==> src/rtl/vending_credit_manager.sv <==
// Vending credit manager: accumulates coin credit, dispenses affordable items and tracks refunds.
// Per-item stock counters are built only when VENDING_STOCK_TRACK_EN is defined.
module vending_credit_manager #(
  parameter int kNumCoins  = 3,
  parameter int kNumItems  = 4,
  parameter int kTotalBits = 31,
  parameter int kStockInit = 8
) (
  input  logic                  clk,
  input  logic                  reset_n,
  input  logic [kNumCoins-1:0]  i_input_coin,
  input  logic [kNumItems-1:0]  i_select_item,
  input  logic [kNumCoins-1:0]  i_return_coin,
  output logic [kTotalBits-1:0] o_current_total,
  output logic [kNumItems-1:0]  o_available_item,
  output logic [kNumItems-1:0]  o_output_item,
  output logic                  o_reject_coin,
  output logic                  o_busy
);

  typedef logic [kTotalBits-1:0] total_t;
  typedef enum logic [1:0] {IDLE, CREDIT, RETURN} state_t;

  if (kStockInit < 0 || kStockInit > 15 || kTotalBits < 12) begin : g_param_check
    $error("kStockInit must fit 4 bits and kTotalBits must hold the largest price");
  end

  function automatic total_t coin_value(input int idx);
    case (idx)
      0:       coin_value = total_t'(100);
      1:       coin_value = total_t'(500);
      2:       coin_value = total_t'(1000);
      default: coin_value = '0;
    endcase
  endfunction

  function automatic total_t item_price(input int idx);
    case (idx)
      0:       item_price = total_t'(400);
      1:       item_price = total_t'(500);
      2:       item_price = total_t'(1000);
      3:       item_price = total_t'(2000);
      default: item_price = '1;
    endcase
  endfunction

  state_t                 state_q, state_d;
  total_t                 credit_q, credit_d;
  total_t                 coin_sum, refund_sum, price_sum, base, after_buy;
  logic   [kTotalBits:0]  sum_add;
  logic   [kNumItems-1:0] in_stock, available, grant;
  logic                   coin_req, refund_req, reject_d, accept, found;

  always_comb begin
    coin_sum   = '0;
    refund_sum = '0;
    for (int i = 0; i < kNumCoins; i++) begin
      if (i_input_coin[i])  coin_sum   = coin_sum + coin_value(i);
      if (i_return_coin[i]) refund_sum = refund_sum + coin_value(i);
    end
  end

`ifdef VENDING_STOCK_TRACK_EN
  logic [3:0] stock_q [kNumItems];

  always_ff @(posedge clk) begin
    for (int i = 0; i < kNumItems; i++) begin
      if (!reset_n) begin
        stock_q[i] <= 4'(kStockInit);
      end else if (grant[i] && stock_q[i] != 4'd0) begin
        stock_q[i] <= stock_q[i] - 4'd1;
      end
    end
  end

  always_comb begin
    in_stock = '0;
    for (int i = 0; i < kNumItems; i++) in_stock[i] = (stock_q[i] != 4'd0);
  end
`else
  assign in_stock = '1;
`endif

  always_comb begin
    available = '0;
    for (int i = 0; i < kNumItems; i++) begin
      available[i] = (credit_q >= item_price(i)) && in_stock[i];
    end
  end

  assign coin_req   = |i_input_coin;
  assign refund_req = |i_return_coin;

  // Carry out of the credit+coin sum is the overflow condition.
  assign sum_add  = {1'b0, credit_q} + {1'b0, coin_sum};
  assign reject_d = coin_req && ((state_q == RETURN) || sum_add[kTotalBits]);
  assign accept   = coin_req && !reject_d;

  always_comb begin
    grant     = '0;
    found     = 1'b0;
    price_sum = '0;
    if (state_q != RETURN && !refund_req) begin
      for (int i = 0; i < kNumItems; i++) begin
        if (!found && i_select_item[i] && available[i]) begin
          grant[i]  = 1'b1;
          found     = 1'b1;
          price_sum = item_price(i);
        end
      end
    end
  end

  // A grant implies credit_q >= price, so after_buy never underflows; refunds clamp at zero.
  always_comb begin
    base      = accept ? sum_add[kTotalBits-1:0] : credit_q;
    after_buy = base - price_sum;
    credit_d  = (refund_sum >= after_buy) ? '0 : after_buy - refund_sum;
  end

  always_comb begin
    state_d = state_q;
    case (state_q)
      IDLE: begin
        if (credit_d != '0) state_d = CREDIT;
      end
      CREDIT: begin
        if (refund_req)            state_d = RETURN;
        else if (credit_d == '0)   state_d = IDLE;
      end
      RETURN: begin
        if (credit_d == '0) state_d = IDLE;
      end
      default: state_d = IDLE;
    endcase
  end

  always_ff @(posedge clk) begin
    if (!reset_n) state_q <= IDLE;
    else          state_q <= state_d;
  end

  always_ff @(posedge clk) begin
    if (!reset_n) begin
      credit_q      <= '0;
      o_output_item <= '0;
      o_reject_coin <= 1'b0;
    end else begin
      credit_q      <= credit_d;
      o_output_item <= grant;
      o_reject_coin <= reject_d;
    end
  end

  assign o_current_total  = credit_q;
  assign o_available_item = available;
  assign o_busy           = (state_q == RETURN);

endmodule

==> config.mk <==
export PLATFORM = sky130hd
export DESIGN_NAME = vending_credit_manager
export DESIGN_NICKNAME = d
export VERILOG_FILES = /design/src/rtl/vending_credit_manager.sv
export SDC_FILE = /design/constraint.sdc
export NUM_CORES = 1
export LEC_CHECK = 0
export BUFFER_PORTS_ARGS = -buffer_cell sky130_fd_sc_hd__buf_2
export CORE_MARGIN = 4
export CORE_UTILIZATION = 50
export DETAILED_ROUTE_END_ITERATION = 6
export PLACE_DENSITY = 0.72
export SLEW_MARGIN = 40
export SYNTH_ARGS = -nofsm -noshare
export SYNTH_HDL_FRONTEND = slang
export SYNTH_SLANG_ARGS = --single-unit
==> constraint.sdc <==
create_clock -name clk -period 8.46 [get_ports clk]
set_input_delay 1.692 -clock clk [delete_from_list [all_inputs] [get_ports clk]]
set_output_delay 1.692 -clock clk [all_outputs]
set_load 0.01 [all_outputs]
==> out/qor.csv <==
stage,metric,value,unit
sta,final hold vios,0,
logic_synthesis,"Net Count, Synth",703,
floorplan,# rows,36,
worst_setup_path,worst r2r src,o_current_total[14]$_SDFF_PN0_,
floorplan,Core Area,9730,µm²
logic_synthesis,top-count cell post-synth,nor2_1,
detailed_routing,Post-route DRC,0,
layout,area delta synth->final,9.22,%
logic_synthesis,Yosys reg bits,38,
place,gpl congestion,1.00,
detailed_routing,Iteration-0 DRC Markers,443,
layout,NumNets Final,751,
worst_setup_path,Critical Path Fanout Max,11,
worst_hold_path,Worst Hold Launch,o_current_total[1]$_SDFF_PN0_,
detailed_routing,Antenna Violating Nets Remaining,0,
floorplan,Die X,108,µm
worst_setup_path,Worst Setup Start Kind,input pin,
clocking,clk sinks,38,
run_status,status,"complete, no violations",
worst_setup_path,Critical Path Most Common Cell,ha_1,
logic_synthesis,mapped cell area,4950,µm²
floorplan,die area,11600,µm²
worst_setup_path,CP arrival,8.15,ns
sta,min cycle time layout,7.97,ns
logic_synthesis,Cell variety after synth,87,
sta,Worst Tran Pin Value,0.738,ns
clocking,CTS root buf,clkbuf_8,
job,max-cap viol count,0,
logic_synthesis,Synth async-reset ratio,0,%
detailed_routing,vias per cell,6.29,
logic_synthesis,sequential element share of the synthesized area,15.4,%
worst_setup_path,critical path launch point,i_input_coin[0],
clocking,CTS tree,yes,
clocking,post-CTS sizing,0,
clocking,Worst-Skew Late Latency,0.30,ns
detailed_routing,wire length per cell,18.2,µm
grt,largest net degree at the start of global routing,26,
worst_setup_path,worst reg2reg setup slack,1.24,ns
logic_synthesis,count of flip-flops with a built-in enable after synthesis,0,
layout,Layout fillers,949,
layout,Inserted Diodes,0,
grt,total track usage,26.0,%
logic_synthesis,most instantiated cells after synthesis,"nor2_1 (67), nand2_1 (52), xnor2_1 (49)",
sta,clk_skew,0.0117,ns
layout,area of the multi-input gates,4010,µm²
floorplan,die height,108,µm
clocking,post-CTS setup repair buffer count,0,
sta,worst rel slew slack,50.4,%
layout,sequential standard cell area,761,µm²
clocking,H-tree Lvls,2,
logic_synthesis,largest cells by area after synthesis,"dfxtp_1 (15%), ha_1 (9.1%), xnor2_1 (8.7%)",
grt,antenna violations before repair,0,
sta,pins over their slew limit,0,
clocking,CTS buffer count,5,
detailed_routing,DR pass1 iterations,6,
logic_synthesis,yosys warns,0,
grt,first-pass GRT wire length,24.2,mm
sta,Final setup viols,0,
detailed_routing,Routed WL,15.2,mm
layout,Final Util,55.6,%
floorplan,Initial Util,50.9,%
sta,period utilization,94.2,%
place,IO Port Bufs,52,
logic_synthesis,Syn Area/Cell,7.60,µm²
grt,vias in the first global route,4862,
detailed_routing,via count,5244,
layout,share of layout cells above drive strength 1,16.1,%
worst_hold_path,HP Class,register to register,
sta,RSZ-0062 raised after global routing,no,
worst_setup_path,crit path max-delay cell type,or4b_4,
worst_setup_path,Critical Path RT,8.64,ns
clocking,Max Root-Sink Buffers,2,
logic_synthesis,post-synth top area share,15.4,%
logic_synthesis,top_reg_cell synth,dfxtp_1,
clocking,Worst-path clk slew,0.08,ns
place,DPL Wire Length,12.2,mm
logic_synthesis,Mapped Cells,652,
grt,grt total ovfl,0,
sta,fmax,0.126,GHz
floorplan,Top Ports,53,
logic_synthesis,Yosys top cell by area,dfxtp_1,
clocking,hold_buf cts,0,
worst_setup_path,Setup Crit Path Kind,input pin to register,
worst_setup_path,critical path's largest stage delay,0.56,ns
worst_setup_path,nature of the critical path endpoint,register,
layout make-up:
cell class / count / share of cell area [%]
clock buffer: 7 / 1.60
clock inverter: 1 / 0.0925
inverter: 24 / 1.66
multi-input combinational: 574 / 74.0
sequential: 38 / 14.1
tap: 133 / 3.08
timing repair buffer: 57 / 5.50
stage by stage:
stage / std cells / worst slack (ns) / area [µm²] / TNS, ns / hold WS [ns]
after floorplan: 652 / 0.434 / 4950 / 0 / 0.496
after global placement: 826 / 0.203 / 5310 / 0 / 0.485
after detailed placement: 826 / -0.0356 / 5310 / -0.0356 / 0.493
after CTS: 834 / 0.291 / 5400 / 0 / 0.506
after global routing: 834 / 0.0401 / 5410 / 0 / 0.516
final: 834 / 0.495 / 5410 / 0 / 0.500
critical path: cells and delay by family:
family,cells,cell delay [ns]
multiplexers,2,0.45
buffers and inverters,2,0.16
XOR/XNOR,1,0.15
AO/OA/AOI/OAI,11,2.18
adder cells (fa/ha/maj),5,1.68
AND/OR/NAND/NOR,8,1.80
cell families (layout without fill, tap and decap cells):
family / after synthesis / in the layout / synth area share [%]
muxes: 7 / 7 / 1.54
buffers and inverters: 40 / 89 / 4.04
and+or+nand+nor: 299 / 299 / 32.7
DFF: 38 / 38 / 15.4
adders and majority gates: 39 / 39 / 10.3
AOI/OAI and AO/OA: 155 / 155 / 22.8
xor gates and xnor gates: 74 / 74 / 13.2
layout by cell type (no fill, tap or decap), types with 20 or more instances in the layout:
cell type	synthesis	final
o21ai_0	26	25
buf_2	7	52
ha_1	36	36
inv_1	24	24
a21oi_1	29	29
xor2_1	24	24
nand3_1	21	21
nand2_1	52	51
nor2_1	67	67
nor3_1	23	23
nor4_1	20	20
dfxtp_1	38	38
xnor2_1	49	49
nand4_1	21	21
sequential cells by signal (all words and copies together), names as in the netlist:
register and count:
o_reject_coin 1, o_current_total 31, state_q 2, o_output_item 4
per-layer routing:
metal	wire length (µm)	part of all wire, %	global-route usage [%]	vias to the layer above
li1	-	-	-	2505
met1	6930	46	37.6	2449
met2	6630	44	40.6	254
met3	1230	8.1	2.94	36
met4	366	2.4	7.75	0
met5	0	0	0	-
final timing paths:
| path | end | depth (start not counted) |
|---|---|---|
| setup / recovery | state_q[1]$_SDFFE_PN0P_ | 29 |
| hold / removal | o_current_total[1]$_SDFF_PN0_ | 1 |
| setup reg to reg | state_q[1]$_SDFFE_PN0P_ | 28 |
| hold reg to reg | o_current_total[1]$_SDFF_PN0_ | 1 |
Power is not shown: default switching activity piles up to over one toggle a cycle in this logic, so the estimate is an artifact.
